File: src/rtl/vdma_rd_pkg.sv
// Shared definitions for the VDMA DDR read controller.
//   ADDR_W         : width of the DDR byte address driven to the read master
//   LEN_W          : width of the burst length field (beats minus one)
//   BYTES_PER_BEAT : bytes per beat at the default 64-bit data width
//   state_t        : read sequencer states
package vdma_rd_pkg;

    localparam int unsigned ADDR_W         = 38;
    localparam int unsigned LEN_W          = 8;
    localparam int unsigned DEFAULT_OP_DW  = 64;
    localparam int unsigned BYTES_PER_BEAT = DEFAULT_OP_DW / 8;

    typedef enum logic [2:0] {
        IDLE,
        CALC,
        WAIT_SPACE,
        REQ,
        WAIT_DONE,
        DONE
    } state_t;

    // Byte stride of one beat for a given data width.
    function automatic int unsigned bytes_per_beat(input int unsigned dw);
        return dw / 8;
    endfunction

endpackage

File: src/rtl/ddr_read_controller_vdma.sv
// VDMA DDR read controller.
// Fetches one stored frame from DDR as a series of bursts of up to
// g_BURST_LEN beats. Each burst is issued only once the downstream FIFO
// has room for all of its beats. Only one burst is outstanding at a time.
// A one-cycle int_dma_o pulse marks the end of the frame.
//
// Build option: VDMA_RD_CONTINUOUS_EN
//   When defined, the frame repeats forever from the shadow address with
//   the last frame size. Reset is the only way out of this loop.
//
// Ports:
//   ddr_clk_i              : clock
//   ddr_clk_rst_i          : synchronous active-high reset
//   frame_start_i          : one-cycle pulse that starts a frame (ignored while busy)
//   frame_ddr_addr_valid_i : loads frame_ddr_addr_i into the shadow base address
//   frame_ddr_addr_i       : frame base byte address
//   frame_size_i           : frame length in beats, sampled with frame_start_i
//   fifo_wcount_i          : downstream FIFO fill level, in beats
//   read_ackn_i            : read master accepted the request
//   read_done_i            : all beats of the current burst were delivered
//   read_req_o             : burst request, held until acknowledged
//   read_length_o          : burst beats minus one
//   read_start_addr_o      : burst byte address
//   busy_o                 : frame in progress
//   int_dma_o              : one-cycle frame-complete pulse
module ddr_read_controller_vdma
    import vdma_rd_pkg::*;
#(
    parameter int unsigned g_OP_DW       = 64,
    parameter int unsigned g_FIFO_AWIDTH = 12,
    parameter int unsigned g_BURST_LEN   = 128
) (
    input  logic                     ddr_clk_i,
    input  logic                     ddr_clk_rst_i,
    input  logic                     frame_start_i,
    input  logic                     frame_ddr_addr_valid_i,
    input  logic [31:0]              frame_ddr_addr_i,
    input  logic [31:0]              frame_size_i,
    input  logic [g_FIFO_AWIDTH-1:0] fifo_wcount_i,
    input  logic                     read_ackn_i,
    input  logic                     read_done_i,
    output logic                     read_req_o,
    output logic [LEN_W-1:0]         read_length_o,
    output logic [ADDR_W-1:0]        read_start_addr_o,
    output logic                     busy_o,
    output logic                     int_dma_o
);

    localparam int unsigned BEAT_BYTES = bytes_per_beat(g_OP_DW);

    state_t              state;
    logic [31:0]         shadow_addr;
    logic [ADDR_W-1:0]   work_addr;
    logic [31:0]         remaining;
    logic [8:0]          burst;
`ifdef VDMA_RD_CONTINUOUS_EN
    logic [31:0]         last_size;
`endif

    logic [8:0]               burst_next;
    logic [g_FIFO_AWIDTH-1:0] fifo_free;
    logic                     space_ok;

    // Burst size and downstream free space; one FIFO slot is kept in reserve
    // so that a completely full FIFO never has to be distinguished from empty.
    always_comb begin
        burst_next = (remaining < 32'(g_BURST_LEN)) ? remaining[8:0] : 9'(g_BURST_LEN);
        fifo_free  = '1 - fifo_wcount_i;
        space_ok   = 32'(fifo_free) >= 32'(burst);
    end

    always_ff @(posedge ddr_clk_i) begin
        if (ddr_clk_rst_i) begin
            state             <= IDLE;
            shadow_addr       <= '0;
            work_addr         <= '0;
            remaining         <= '0;
            burst             <= '0;
            read_req_o        <= 1'b0;
            read_length_o     <= '0;
            read_start_addr_o <= '0;
            busy_o            <= 1'b0;
            int_dma_o         <= 1'b0;
`ifdef VDMA_RD_CONTINUOUS_EN
            last_size         <= '0;
`endif
        end else begin
            if (frame_ddr_addr_valid_i) begin
                shadow_addr <= frame_ddr_addr_i;
            end
            int_dma_o <= 1'b0;

            case (state)
                IDLE: begin
                    if (frame_start_i) begin
                        // An address arriving with the start pulse applies to this frame.
                        work_addr <= ADDR_W'(frame_ddr_addr_valid_i ? frame_ddr_addr_i
                                                                    : shadow_addr);
                        remaining <= frame_size_i;
`ifdef VDMA_RD_CONTINUOUS_EN
                        last_size <= frame_size_i;
`endif
                        busy_o    <= 1'b1;
                        state     <= CALC;
                    end
                end

                CALC: begin
                    burst <= burst_next;
                    state <= (remaining == '0) ? DONE : WAIT_SPACE;
                end

                WAIT_SPACE: begin
                    if (space_ok) begin
                        read_req_o        <= 1'b1;
                        read_length_o     <= LEN_W'(burst - 9'd1);
                        read_start_addr_o <= work_addr;
                        state             <= REQ;
                    end
                end

                REQ: begin
                    if (read_ackn_i) begin
                        read_req_o <= 1'b0;
                        state      <= WAIT_DONE;
                    end
                end

                WAIT_DONE: begin
                    if (read_done_i) begin
                        work_addr <= work_addr + ADDR_W'(burst) * ADDR_W'(BEAT_BYTES);
                        remaining <= remaining - 32'(burst);
                        state     <= CALC;
                    end
                end

                DONE: begin
                    int_dma_o <= 1'b1;
`ifdef VDMA_RD_CONTINUOUS_EN
                    work_addr <= ADDR_W'(shadow_addr);
                    remaining <= last_size;
                    state     <= CALC;
`else
                    busy_o    <= 1'b0;
                    state     <= IDLE;
`endif
                end

                default: state <= IDLE;
            endcase
        end
    end

endmodule

File: config.mk
export PLATFORM = sky130hd
export DESIGN_NAME = ddr_read_controller_vdma
export DESIGN_NICKNAME = d
export VERILOG_FILES = /design/src/rtl/vdma_rd_pkg.sv /design/src/rtl/ddr_read_controller_vdma.sv
export SDC_FILE = /design/constraint.sdc
export NUM_CORES = 1
export LEC_CHECK = 0
export ABC_AREA = 1
export BUFFER_PORTS_ARGS = -buffer_cell sky130_fd_sc_hd__buf_2
export CELL_PAD_IN_SITES_DETAIL_PLACEMENT = 1
export CELL_PAD_IN_SITES_GLOBAL_PLACEMENT = 1
export CORE_MARGIN = 2
export CORE_UTILIZATION = 44
export CTS_CLUSTER_DIAMETER = 200
export DETAILED_ROUTE_END_ITERATION = 8
export GPL_TIMING_DRIVEN = 0
export PLACE_DENSITY = 0.85
export SKIP_CTS_REPAIR_TIMING = 1
export SLEW_MARGIN = 20
export SYNTH_ARGS = -nofsm -noshare
export SYNTH_HDL_FRONTEND = slang
export SYNTH_SLANG_ARGS = --single-unit
File: constraint.sdc
create_clock -name ddr_clk_i -period 4.17 [get_ports ddr_clk_i]
set_clock_uncertainty 0.2 [all_clocks]
set_input_delay 0.834 -clock ddr_clk_i [delete_from_list [all_inputs] [get_ports ddr_clk_i]]
set_output_delay 0.834 -clock ddr_clk_i [all_outputs]
set_load 0.02 [all_outputs]
# --- After elaboration in Yosys (flattened, before gate mapping) ---
# Cells that the tools add are included.
totals:
  output_inout_bits: 49
  word_cells: 55
  inputBits: 82
  regBits: 163
classes:
  addsub: 4
  n_eq_ne: 9
  n_lt_le_gt_ge: 2
  muxes: 20
  reduce_logical: 10
ops:
  columns: ["operator", "n"]
  rows:
  - ["32-bit two-way mux", 3]
  - ["38-bit two-way mux", 2]
  - ["38-bit one-hot mux with 2 select lines", 1]
  - ["32-bit one-hot mux with 2 select lines", 1]
  - ["38-bit by 12-bit adder with 38-bit output", 1]
  - ["32-bit logical NOT", 1]
  - ["32-bit by 8-bit < comparator with 1-bit output, second input constant", 1]
  - ["32-bit by 9-bit subtractor with 32-bit output", 1]
  - ["3-bit two-way mux", 5]
  - ["3-bit one-hot mux with 5 select lines", 1]
  - ["12-bit by 9-bit greater-or-equal comparator with 1-bit output", 1]
  - ["12-bit subtractor, first input constant", 1]
  - ["9-bit two-way mux", 1]
  - ["2-bit inequality test, second input constant", 4]
  - ["8-bit by 1-bit subtractor with 8-bit output, second input constant", 1]
  - ["3-bit by 2-bit equality test with 1-bit output, second input constant", 2]
  - ["3-bit equality test, second input constant", 2]
  - ["3-bit AND reduction", 2]
  - ["2-bit nonzero test", 3]
  - ["1-bit two-way mux", 4]
  - ["1-bit one-hot mux with 2 select lines", 2]
  - ["2-bit AND reduction", 2]
  - ["4-bit AND reduction", 1]
  - ["3-bit by 1-bit equality test with 1-bit output, second input constant", 1]
  - ["3-bit logical NOT", 1]

# --- Depth between registers and ports, before layout ---
logic_depth:
  word_depth: 4
  ltp_mapped: 14
  ltp_nobuf: 14

# --- Least setup slack after synthesis ---
# OpenSTA, ideal clock, no wires.
synth_timing:
  path_type: "input -> register"
  from: "in fifo_wcount_i[5]"
  to: "reg read_start_addr_o[36]"
  setup_slack_ps: 1669
  setup_ps: 116
  path_buffers: 3
  arrival_ps: 2185
  t_required_ps: 3854
  path_stages: 13
  path_cell_list: "inv_1 > ha_1 > a21oi_1 > o21ai_1 > a21oi_1 > nand3_1 > nand2_1 > buf_4 > inv_2 > buf_6 > buf_6 > nor2_1 > nor2_1"
synth_between:
  elab_chain_len: 3
synth_rtl:
  columns: ["item", "line", "rtl"]
  rows:
  - ["start, declared", "ddr_read_controller_vdma.sv:39", "input logic [g_FIFO_AWIDTH-1:0] fifo_wcount_i,"]
  - ["12-bit subtractor", "ddr_read_controller_vdma.sv:68", "fifo_free = '1 - fifo_wcount_i;"]
  - ["12-bit by 9-bit greater-or-equal comparator with 1-bit output", "ddr_read_controller_vdma.sv:69", "space_ok = 32'(fifo_free) >= 32'(burst);"]
  - ["2-bit AND reduction (no line)", null, null]
  - ["end signal, assigned", "ddr_read_controller_vdma.sv:117", "read_start_addr_o <= work_addr;"]
  - ["end, declared", "ddr_read_controller_vdma.sv:44", "output logic [ADDR_W-1:0] read_start_addr_o,"]
# No other way between the ends.
# A chain may end at the register's enable or synchronous reset.

# --- Worst setup path in the final report ---
layout_timing:
  from: "reg burst[0]"
  to: "reg work_addr[35]"
layout_between:
  elab_chain_len: 3
layout_rtl:
  columns: ["item", "line", "rtl"]
  rows:
  - ["start, declared", "ddr_read_controller_vdma.sv:55", "logic [8:0] burst;"]
  - ["start signal, assigned", "ddr_read_controller_vdma.sv:109", "burst <= burst_next;"]
  - ["38-bit by 12-bit adder with 38-bit output", "ddr_read_controller_vdma.sv:131", "work_addr <= work_addr + ADDR_W'(burst) * ADDR_W'(BEAT_BYTES);"]
  - ["38-bit two-way mux", "ddr_read_controller_vdma.sv:130", "if (read_done_i) begin"]
  - ["38-bit one-hot mux with 2 select lines", "ddr_read_controller_vdma.sv:93", "case (state)"]
  - ["end signal, assigned", "ddr_read_controller_vdma.sv:97", "work_addr <= ADDR_W'(frame_ddr_addr_valid_i ? frame_ddr_addr_i"]
  - ["end signal, assigned", "ddr_read_controller_vdma.sv:131", null]
  - ["end, declared", "ddr_read_controller_vdma.sv:53", "logic [ADDR_W-1:0] work_addr;"]
# No other way between the ends. The select of a mux whose other input is x is not followed.

==> results.md <==
- The number of global-route vias before repair was 10700.
- The top cell types in the final layout, fill and taps aside, are sky130_fd_sc_hd__nand2_1 (370), sky130_fd_sc_hd__nor2_1 (246), sky130_fd_sc_hd__inv_1 (168), sky130_fd_sc_hd__dfxtp_1 (163), sky130_fd_sc_hd__buf_2 (147).
- The total power draw is 7.08 mW.
- The fraction of registers with async set or reset after synthesis is 0%.
- Global routing used 30.8% of the available tracks across all layers.
- The final count of pins violating max slew is 0.
- Summed over all nets, the half-perimeter wirelength after detailed placement is 27900 um.
- In this run, CTS created clock tree buffers numbering 17.
- In the final layout, the multi-input gates occupy 5360 um^2.
- Summed over all failing endpoints, the final setup total negative slack is 0 ns.
- The horizontal die dimension is 152 um.
- The number of nets in the synthesized netlist is 1612.
- In this run the critical register-to-register path is launched from burst[0].
- Setup repair after global routing left no endpoint under its margin.
- The floorplan die area is 23100 um^2.
- The time the worst path needs with I/O delays and setup is 2.75 ns.
- The cell repeated most along the worst path is sky130_fd_sc_hd__nand2_1.
- The number of nets still failing antenna checks after routing is 0.
- The detailed-route wire length per cell is 18.5 um.
- Across the run, the number of max-cap violations was 0.
- The flow ran to the end, and the final reports show no timing, DRC or antenna violations.
- The area share of the largest cell type after synthesis is 33.8%.
- STA classifies the critical path startpoint as a flop.
- The number of placed I/O pins is 131.
- The count of unique library cells instantiated by Yosys is 42.
- The initial detailed-routing violation count is 686.
- The type of the worst min-delay path is flop to flop.
- The final wirelength is 35800 um.
- The type of the worst setup path is flop to flop.
- Data on the critical path is required at its endpoint by 4.29 ns.
- At the end of the flow, the number of nets in the layout was 1759.
- The filler cell count is 3021.
- The synthesized area per cell is 6.43 um^2.
- The leakage power is 5.38 nW.
- The worst pin sits at a relative slew slack of 32.4%.
- In this run, synthesis inferred 0 flip-flops with an integrated enable.
- The final core utilization is 51.6%.
- Of all nets on the critical path, the largest fanout is 5.
- On the final layout, the worst hold slack is 0.278 ns.
- TritonCTS built the clock tree.
- The worst register-to-register path ends at work_addr[35].
- The number of cells on the worst reg-to-reg path is 13.
- The flop and latch count out of synthesis is 163.
- The first TritonRoute pass finished after 5 iterations.
- The sequential-to-total area share from yosys stat is 33.8%.
- For the worst-skew pair, the clock arrives at the later sink with an insertion delay of 0.44 ns.
- The tree is rooted in a sky130_fd_sc_hd__clkbuf_16.
- After clock tree synthesis, the clock-pin slew on the worst setup and hold paths is 0.07 ns.
- The sequential cell area in the final layout is 3260 um^2.
- The largest net degree at the start of global routing is 17.
- In this run the cell area measured after placement is 10600 um^2.
- The via count of the routed design is 10500.
- After floorplanning, the core was divided into 54 placement rows.
- The power per cell area is 633 nW/um^2.
- The library cell used most frequently in the layout, excluding fill and tap cells, is sky130_fd_sc_hd__nand2_1.
- The type of destination of the critical path is a flop.
- The delay of the slowest cell on the worst path is 0.46 ns.
- The critical path goes through ha_1, inv_1, fa_1, inv_1, nand3_1, nand3_1, nand2_1, nand2_1, a21oi_1, nor2_1, nand2_1, nand2_1, a21oi_1.
- The cell count after synthesis is 1500.
- The number of buffers between clock root and the deepest sink is 2.
- The count of buffers added on input and output ports is 128.
- The slew of the pin with the lowest slew margin is 1.01 ns.
- The floorplan step set the die height to 152 um.
- Among all flip-flop cells after synthesis, the most frequent one is sky130_fd_sc_hd__dfxtp_1.
- For this run, the number of Yosys warnings is 0.
- The critical path's slowest cell is sky130_fd_sc_hd__dfxtp_1.
- The number of sinks handled by clock tree synthesis is 163.
- After detailed routing, the number of vias per cell comes to 5.42.
- sky130_fd_sc_hd__dfxtp_1 takes more of the synthesized area than any other cell.
- The worst endpoint data arrival time is 2.87 ns.
- The total area inside the core boundary comes to 21700 um^2.
- The hold violation count in the final report came to 0.
- For this configuration, the core starts out at a cell density of 44.5%.
- Relative to the synthesized area, the layout overhead comes to 16.0%.
- The most critical setup path has its endpoint at work_addr[35].
- The congestion estimate from routability-driven global placement came to 0.967.
- The most critical setup path has its startpoint at burst[0].
- Derived from the worst setup path, the maximum achievable clock frequency is 364 MHz.
- The number of antenna violations at the first check in global routing is 0.
- The wire length of the first global-routing pass is 56500 um.
- The total grt overflow is 0.
- The total standard cell area after synthesis is 9650 um^2.
- The post-route netlist has 14.7% of its cells at a drive strength greater than 1.
- The fraction of the cycle the final worst path needs is 65.9%.
- The number of setup violations in the final report is 0.
- The H-tree depth reported by CTS is 4.
- The peak ir drop on the vdd network is 0.299 mV.
- Ranked by total cell area, the synthesized netlist is headed by sky130_fd_sc_hd__dfxtp_1 (34%), sky130_fd_sc_hd__nand2_1 (14%), sky130_fd_sc_hd__nor2_1 (9.6%), sky130_fd_sc_hd__inv_1 (6.5%), sky130_fd_sc_hd__nand3_1 (5.5%).
- After routing the design area is 11200 um^2.
- The DRC violations left is 0.
- The source of the worst hold timing path is read_length_o[3].
- The number of antenna diodes in the final layout is 0.
- In this run the register-to-register setup slack is 1.42 ns.
==> routing by layer <==
layer | share of wire [%] | vias to the layer above | global-route usage, %
met5 | 0 | - | 0
met4 | 3.3 | 0 | 10.9
met3 | 6.8 | 69 | 6.62
met2 | 45 | 333 | 51.2
met1 | 45 | 5011 | 39.5
li1 | - | 5099 | -
==> Yosys cell counts (10+ instances only) <==
master and instances:
sky130_fd_sc_hd__nand2_1 370, sky130_fd_sc_hd__nor2_1 246, sky130_fd_sc_hd__inv_1 168, sky130_fd_sc_hd__dfxtp_1 163, sky130_fd_sc_hd__nand3_1 106, sky130_fd_sc_hd__o21ai_0 91
sky130_fd_sc_hd__a21oi_1 85, sky130_fd_sc_hd__ha_1 28, sky130_fd_sc_hd__mux2i_1 28, sky130_fd_sc_hd__clkbuf_1 23, sky130_fd_sc_hd__nand4_1 23, sky130_fd_sc_hd__or2_2 21
sky130_fd_sc_hd__buf_2 19, sky130_fd_sc_hd__nor3_1 17, sky130_fd_sc_hd__xor2_1 15, sky130_fd_sc_hd__o21ai_1 12, sky130_fd_sc_hd__a31oi_1 11, sky130_fd_sc_hd__buf_6 10
==> how the worst min path moves through the flow <==
| stage | endpoint | cells after the start |
|---|---|---|
| 2_1_floorplan | burst[0] | 2 |
| 3_3_place_gp | busy_o | 2 |
| 3_5_place_dp | busy_o | 2 |
| 4_1_cts | busy_o | 2 |
| 5_1_grt | busy_o | 2 |
| 6_report | read_length_o[3] | 2 |
==> power breakdown <==
group	internal, mW	total [mW]	switching, mW
combinational	1.04	3.33	2.28
clock	0.804	1.53	0.728
sequential	1.92	2.23	0.305
==> cell type report <==
cell class              count  share of cell area (%)
multi-input cells        1095                    47.9
flip-flops and latches    163                    29.1
inverters                 185                    6.20
repair buffers            128                    5.72
clock buffers              20                    4.08
well taps                 280                    3.13
plain buffers              57                    2.94
clock inverters            12                   0.872
==> sequential cells by signal, indices dropped and copies added, names as in the netlist <==
signal	count
read_start_addr_o	38
work_addr	38
remaining	32
shadow_addr	32
burst	9
read_length_o	8
state	3
busy_o	1
int_dma_o	1
read_req_o	1
==> per-stage QoR <==
stage	worst slack (ns)	cells
6_report	1.42	1940
2_1_floorplan	1.67	1500
4_1_cts	1.45	1940
3_5_place_dp	1.16	1908
3_3_place_gp	1.23	1908
5_1_grt	1.19	1940
==> logic make-up after synthesis <==
group           synth area share [%]
simple gates                    35.0
flops                           33.8
fa+ha+maj                       4.05
buf+inv                         10.6
xor+xnor                        1.54
mux                             2.90
compound gates                  12.1
==> critical path: cells and delay by family, from the launching register on <==
kind / cells / cell delay [ns]
AND/OR/NAND/NOR: 7 / 0.85
buffers and inverters: 2 / 0.25
AO/OA/AOI/OAI: 2 / 0.23
flip-flops: 1 / 0.46
adder cells (fa/ha/maj): 2 / 0.64
Note: power is estimated with default switching activity, not from simulation.
